$ cat src/rtl/mem_io_pkg.sv
// Shared constants and types for the core-to-memory/IO bridge.
// Register offsets are relative to IO_BASE within the 16-word IO window.
package mem_io_pkg;

    localparam logic [23:0] IO_BASE = 24'hFFFFF0;

    localparam logic [3:0] OFF_LED      = 4'h0;
    localparam logic [3:0] OFF_SW       = 4'h1;
    localparam logic [3:0] OFF_TX       = 4'h2;
    localparam logic [3:0] OFF_STATUS   = 4'h3;
    localparam logic [3:0] OFF_TIMER_LO = 4'h4;
    localparam logic [3:0] OFF_TIMER_HI = 4'h5;

    typedef enum logic [1:0] {SEL_RAM, SEL_IO, SEL_NONE} sel_e;

    localparam int ST_EMPTY    = 0;
    localparam int ST_FULL     = 1;
    localparam int ST_OVERFLOW = 2;
    localparam int ST_UNMAPPED = 3;

endpackage

$ cat src/rtl/mem_io_bridge_tx_fifo.sv
// Synchronous byte FIFO feeding the serializer; pointers carry one extra
// wrap bit so full and empty are distinguishable without a counter.
module tx_fifo #(
    parameter int DEPTH = 4,
    parameter int W     = 8
) (
    input  logic         clk,
    input  logic         rst_n,
    input  logic         push_i,
    input  logic [W-1:0] data_i,
    input  logic         pop_i,
    output logic [W-1:0] data_o,
    output logic         full_o,
    output logic         empty_o,
    output logic         accept_o
);

    localparam int AW = $clog2(DEPTH);
    localparam logic [AW:0] PTR_ONE = {{AW{1'b0}}, 1'b1};

    logic [AW:0]  wr_q, rd_q;
    logic [W-1:0] mem_q [DEPTH];
    logic         pop_ok, push_ok;

    assign empty_o  = (wr_q == rd_q);
    assign full_o   = (wr_q[AW] != rd_q[AW]) && (wr_q[AW-1:0] == rd_q[AW-1:0]);
    assign pop_ok   = pop_i && !empty_o;
    // A full FIFO still takes a push when the head leaves in the same cycle.
    assign push_ok  = push_i && (!full_o || pop_ok);
    assign accept_o = push_ok;
    assign data_o   = mem_q[rd_q[AW-1:0]];

    // NOTE: sequential state uses non-blocking assignments so every flop samples pre-edge values.
    always_ff @(posedge clk or negedge rst_n) begin
        if (!rst_n) begin
            wr_q <= '0;
            rd_q <= '0;
        end else begin
            if (push_ok) wr_q <= wr_q + PTR_ONE;
            if (pop_ok)  rd_q <= rd_q + PTR_ONE;
        end
    end

    // NOTE: storage is deliberately not reset; equal pointers already mark it empty.
    always_ff @(posedge clk) begin
        if (push_ok) mem_q[wr_q[AW-1:0]] <= data_i;
    end

endmodule

$ cat src/rtl/mem_io_bridge.sv
// Decodes the core bus into block RAM, a small IO register file and a TX FIFO,
// returning read data one cycle after the address.
module mem_io_bridge
    import mem_io_pkg::*;
#(
    parameter int RAM_AW     = 14,
    parameter int FIFO_DEPTH = 4
) (
    input  logic              clk,
    input  logic              rst_n,
    input  logic [23:0]       core_to_mem_address,
    input  logic [15:0]       core_to_mem_data,
    input  logic              core_to_mem_write_enable,
    output logic [15:0]       mem_to_core_data,
    output logic [RAM_AW-1:0] ram_addr,
    output logic [15:0]       ram_wdata,
    output logic              ram_we,
    input  logic [15:0]       ram_rdata,
    input  logic [15:0]       switches,
    output logic [15:0]       leds,
    output logic [7:0]        tx_data,
    output logic              tx_valid,
    input  logic              tx_ready
);

    sel_e        sel_d, sel_q;
    logic [15:0] io_rdata_d, io_rdata_q;
    logic [15:0] leds_d, leds_q;
    logic [31:0] timer_q;
    logic [15:0] hold_d, hold_q;
    logic        overflow_d, overflow_q, unmapped_d, unmapped_q;
    logic [15:0] sw_meta_q, sw_sync_q;
    logic [15:0] status;
    logic [3:0]  offset;
    logic        io_wr, io_rd, st_wr, push, pop, accept, fifo_full, fifo_empty;

    assign offset = core_to_mem_address[3:0];

    // NOTE: every always_comb output gets a default first so no path can infer a latch.
    always_comb begin
        sel_d = SEL_NONE;
        if (core_to_mem_address[23:RAM_AW] == '0)
            sel_d = SEL_RAM;
        else if (core_to_mem_address[23:4] == IO_BASE[23:4])
            sel_d = SEL_IO;
    end

    assign ram_addr  = core_to_mem_address[RAM_AW-1:0];
    assign ram_wdata = core_to_mem_data;
    assign ram_we    = core_to_mem_write_enable && (sel_d == SEL_RAM);

    assign io_wr = core_to_mem_write_enable && (sel_d == SEL_IO);
    assign io_rd = !core_to_mem_write_enable && (sel_d == SEL_IO);
    assign st_wr = io_wr && (offset == OFF_STATUS);
    assign push  = io_wr && (offset == OFF_TX);
    assign pop   = tx_valid && tx_ready;

    always_comb begin
        status              = '0;
        status[ST_EMPTY]    = fifo_empty;
        status[ST_FULL]     = fifo_full;
        status[ST_OVERFLOW] = overflow_q;
        status[ST_UNMAPPED] = unmapped_q;
    end

    always_comb begin
        io_rdata_d = '0;
        case (offset)
            OFF_LED:      io_rdata_d = leds_q;
            OFF_SW:       io_rdata_d = sw_sync_q;
            OFF_STATUS:   io_rdata_d = status;
            OFF_TIMER_LO: io_rdata_d = timer_q[15:0];
            OFF_TIMER_HI: io_rdata_d = hold_q;
            default:      io_rdata_d = '0;
        endcase
    end

    // Sticky flags: the W1C clear is applied first so a same-cycle set wins.
    assign overflow_d = (overflow_q && !(st_wr && core_to_mem_data[ST_OVERFLOW]))
                      || (push && !accept);
    assign unmapped_d = (unmapped_q && !(st_wr && core_to_mem_data[ST_UNMAPPED]))
                      || ((sel_d == SEL_NONE)
                          && (core_to_mem_write_enable || core_to_mem_address != '0));
    assign leds_d = (io_wr && offset == OFF_LED) ? core_to_mem_data : leds_q;
    assign hold_d = (io_rd && offset == OFF_TIMER_LO) ? timer_q[31:16] : hold_q;

    always_ff @(posedge clk or negedge rst_n) begin
        if (!rst_n) begin
            sel_q      <= SEL_NONE;
            io_rdata_q <= '0;
            leds_q     <= '0;
            timer_q    <= '0;
            hold_q     <= '0;
            overflow_q <= 1'b0;
            unmapped_q <= 1'b0;
            sw_meta_q  <= '0;
            sw_sync_q  <= '0;
        end else begin
            sel_q      <= sel_d;
            io_rdata_q <= io_rdata_d;
            leds_q     <= leds_d;
            timer_q    <= timer_q + 32'd1;
            hold_q     <= hold_d;
            overflow_q <= overflow_d;
            unmapped_q <= unmapped_d;
            sw_meta_q  <= switches;
            sw_sync_q  <= sw_meta_q;
        end
    end

    always_comb begin
        mem_to_core_data = '0;
        case (sel_q)
            SEL_RAM: mem_to_core_data = ram_rdata;
            SEL_IO:  mem_to_core_data = io_rdata_q;
            default: mem_to_core_data = '0;
        endcase
    end

    assign leds     = leds_q;
    assign tx_valid = !fifo_empty;

    tx_fifo #(.DEPTH(FIFO_DEPTH), .W(8)) u_tx_fifo (
        .clk      (clk),
        .rst_n    (rst_n),
        .push_i   (push),
        .data_i   (core_to_mem_data[7:0]),
        .pop_i    (pop),
        .data_o   (tx_data),
        .full_o   (fifo_full),
        .empty_o  (fifo_empty),
        .accept_o (accept)
    );

endmodule

$ cat config.mk
export PLATFORM = sky130hd
export DESIGN_NAME = mem_io_bridge
export DESIGN_NICKNAME = d
export VERILOG_FILES = /design/src/rtl/mem_io_pkg.sv /design/src/rtl/mem_io_bridge_tx_fifo.sv /design/src/rtl/mem_io_bridge.sv
export SDC_FILE = /design/constraint.sdc
export NUM_CORES = 1
export LEC_CHECK = 0
export ABC_AREA = 1
export BUFFER_PORTS_ARGS = -buffer_cell sky130_fd_sc_hd__clkbuf_2
export CAP_MARGIN = 15
export CORE_UTILIZATION = 30
export DETAILED_ROUTE_END_ITERATION = 7
export SYNTH_ARGS = -nofsm -noshare
export SYNTH_HDL_FRONTEND = slang
export SYNTH_HIERARCHICAL = 1
export SYNTH_SLANG_ARGS = --single-unit
$ cat constraint.sdc
create_clock -name clk -period 4.52 [get_ports clk]
set_input_delay 1.13 -clock clk [delete_from_list [all_inputs] [get_ports clk]]
set_output_delay 1.13 -clock clk [all_outputs]
set_load 0.01 [all_outputs]
==> out/metrics.csv <==
stage,metric,value,unit
layout,Final Core Density,0.371,
route,DR pass1 iterations,5,
worst_setup_path,CP peak stage delay,0.62,ns
route,drt initial violations,455,
worst_setup_path,Crit Path Max Fanout,17,
layout,Layout Nets,958,
place,Placement Cell Area,7800,um^2
yosys,"Seq/Total Area, Yosys",0.576,
global_route,largest net degree at the start of global routing,65,
timing,Slew HR,0.479,
timing,worst clock skew,0.00786,ns
route,Final ANT Viol Nets,0,
worst_setup_path,crit path kind,reg -> out,
worst_setup_path,Buf/Inv on CP,1,
global_route,number of global-route vias before repair,5171,
yosys,Syn Inst Count,752,
layout,share of cells above drive strength 1,0.229,
global_route,met2 Resource Use GR,0.256,
power_and_ir_drop,worst vdd ir,0.274,mV
flow_run,Max Cap Viol,0,
route,Post-route DRC,0,
cts,Max clock buf depth,2,
floorplan,Die Area,23900,um^2
floorplan,Die Span X,154,um
worst_setup_path,Crit. End Element,primary output,
global_route,global route hottest layer,met2,
worst_setup_path,crit-path leading delay family,flip-flops,
floorplan,Initial Util,0.307,
worst_setup_path,crit-path cells,"or2_2, o21ai_0, clkbuf_2",
worst_setup_path,Worst Path Arrival,2.22,ns
cts,quantity of hold-fixing buffers added after cts,0,
route,Routed WL per cell,16.0,um
global_route,M1 GR Usage,0.224,
min_path,Hold Path Depth,0,
yosys,Yosys cell types,35,
power_and_ir_drop,P per Cell Area,362,nW/um^2
timing,Final Slew Violations,0,
floorplan,core area,22700,um^2
timing,Sum Neg Setup Slack,0,ns
timing,Least-Margin Pin Slew,0.781,ns
yosys,syn nets,834,
floorplan,num rows,55,
cts,clk slew on worst S/H paths,0.06,ns
cts,total CTS buffers,17,
power_and_ir_drop,Clock power frac,0.488,
layout,ant diodes,0,
cts,Sink Count,154,
yosys,register bit total from synthesis,154,
timing,f_max,0.299,GHz
layout,"commonest cells after routing, fill and taps aside","nand2_1 (196), clkbuf_2 (146), dfrtp_1 (121), inv_1 (90), nor2_1 (71)",
yosys,syn avg cell area,9.27,um^2
route,mean number of vias per cell,4.59,
global_route,GRT Util Overall,0.164,
floorplan,I/O Pins,148,
route,Routed Wire Length,18700,um
power_and_ir_drop,P_sw,668,uW
layout,"most common cell after layout, fill and taps aside",nand2_1,
route,DR vias,5390,
status,outcome,completed,
place,IO buf count,147,
layout,area delta synth->final,20.7,%
layout,# fillers,2274,
global_route,first-pass GRT wire length,29100,um
worst_setup_path,CP Launch Type,register,
worst_setup_path,Crit-path slowest cell,dfrtp_1,
power_and_ir_drop,Static Leak,0.00391,uW
power_and_ir_drop,sw frac,0.219,
global_route,antenna violations before repair,0,
power_and_ir_drop,Comb pwr share,0.039,
cts,worst skew pair latency,0.43,ns
power_and_ir_drop,internal power,2380,uW
place,GPL Wtd Cong,0.934,
place,post-DP HPWL,13900,um
timing,Final Cycle Share,0.741,
worst_setup_path,CP required,3.39,ns
timing,final count of hold timing violations,0,
worst_setup_path,worst reg2reg path depth,8,
global_route,M3 GR Usage,0.0415,
cts,post-cts sizing count,0,
cts,CTS tree,done,
cts,clock root cell,clkbuf_16,
cts,post-CTS setup buffer count,0,
power_and_ir_drop,Seq pwr share,0.473,
yosys,"Cell Area, Synth",6970,um^2
yosys,Yosys warnings,6,
global_route,GRT Residual Overflow,0,
layout,Non-Filler Instances,1174,
timing,RSZ-0062 raised after global routing,no,
min_path,Hold Path Class,reg -> reg,
layout,final instance area,8420,um^2
worst_setup_path,path length in cells of the critical path,3,
timing,crit path time final,3.35,ns
place,Placed Cells,1142,
timing,final setup fails,0,
floorplan,die height,154,um
cts,H-Tree Depth,4,
==> routing by layer <==
layer  up-vias  wire length (um)
met3        20              1310
met4         0               240
met2       188              8610
met1      2539              8590
met5         -                 0
li1       2643                 -
==> sequential cells by signal (all words and copies together) (netlist names), 2 cells and up <==
signal / cells
sw_sync_q: 16
leds: 16
u_tx_fifo/mem_q: 32
sw_meta_q: 16
u_tx_fifo/wr_q: 3
io_rdata_q: 16
sel_q: 2
u_tx_fifo/rd_q: 3
timer_q: 32
hold_q: 16
==> metrics by stage <==
step	hold WS, ns	total power, uW	setup slack (ns)
3_3_place_gp	0.331	1590	1.24
2_1_floorplan	0.331	1510	1.69
3_5_place_dp	0.336	1590	1.14
4_1_cts	0.349	3080	1.15
5_1_grt	0.355	3150	1.03
6_report	0.348	3050	1.17
==> cells in the mapped netlist, drive strengths merged <==
| cell | instances | area share |
|---|---|---|
| o2111ai | 9 | 0.011 |
| nor2 | 74 | 0.042 |
| clkinv | 1 | 0.00072 |
| nor3 | 16 | 0.015 |
| dfstp | 1 | 0.0038 |
| clkbuf | 5 | 0.0027 |
| a21oi | 3 | 0.0022 |
| o21ai | 47 | 0.034 |
| ha | 6 | 0.011 |
| edfxtp | 32 | 0.14 |
| nand4 | 12 | 0.013 |
| or2 | 2 | 0.0022 |
| o22ai | 15 | 0.013 |
| nand3 | 44 | 0.035 |
| buf | 43 | 0.044 |
| nand2 | 199 | 0.11 |
| xor2 | 27 | 0.034 |
| dfrtp | 121 | 0.43 |
| xnor2 | 3 | 0.0065 |
| inv | 92 | 0.050 |
==> power groups by stage <==
stage               logic, uW  registers (uW)  clock network [uW]
detailed placement        121            1470                   0
finish                    119            1440                1490
floorplan                46.6            1470                   0
global route              133            1440                1580
CTS                       121            1440                1510
global placement          120            1470                   0
==> cells by family (layout without fill, tap and decap cells) <==
group | Yosys count | count (layout) | synth area share
XOR/XNOR | 30 | 30 | 0.0404
AND/OR/NAND/NOR | 347 | 347 | 0.216
flip-flops | 154 | 154 | 0.576
adder cells (fa/ha/maj) | 6 | 6 | 0.0108
buffers and inverters | 141 | 278 | 0.0967
AO/OA/AOI/OAI | 74 | 74 | 0.0607
==> path summary, 6_finish.rpt <==
kind	startpoint	end	slack (ns)
worst max-delay path	sel_q[0]	mem_to_core_data[15]	1.17
worst min-delay path	sw_meta_q[11]	sw_sync_q[11]	0.35
worst max register to register	u_tx_fifo/rd_q[0]	u_tx_fifo/mem_q[1][4]	1.74
worst min register to register	sw_meta_q[11]	sw_sync_q[11]	0.35
max in group asynchronous	rst_n	sel_q[1]	2.90
min in group asynchronous	rst_n	io_rdata_q[8]	0.78
==> layout make-up <==
type | instances | area, um^2 | area share
Tap cell | 285 | 357 | 0.0424
Clock inverter | 12 | 161 | 0.0192
Multi-Input combinational cell | 457 | 2280 | 0.271
Inverter | 93 | 350 | 0.0416
Clock buffer | 20 | 457 | 0.0542
Sequential cell | 154 | 4020 | 0.477
Timing Repair Buffer | 153 | 796 | 0.0945
Power figures use the tool's default switching activity.
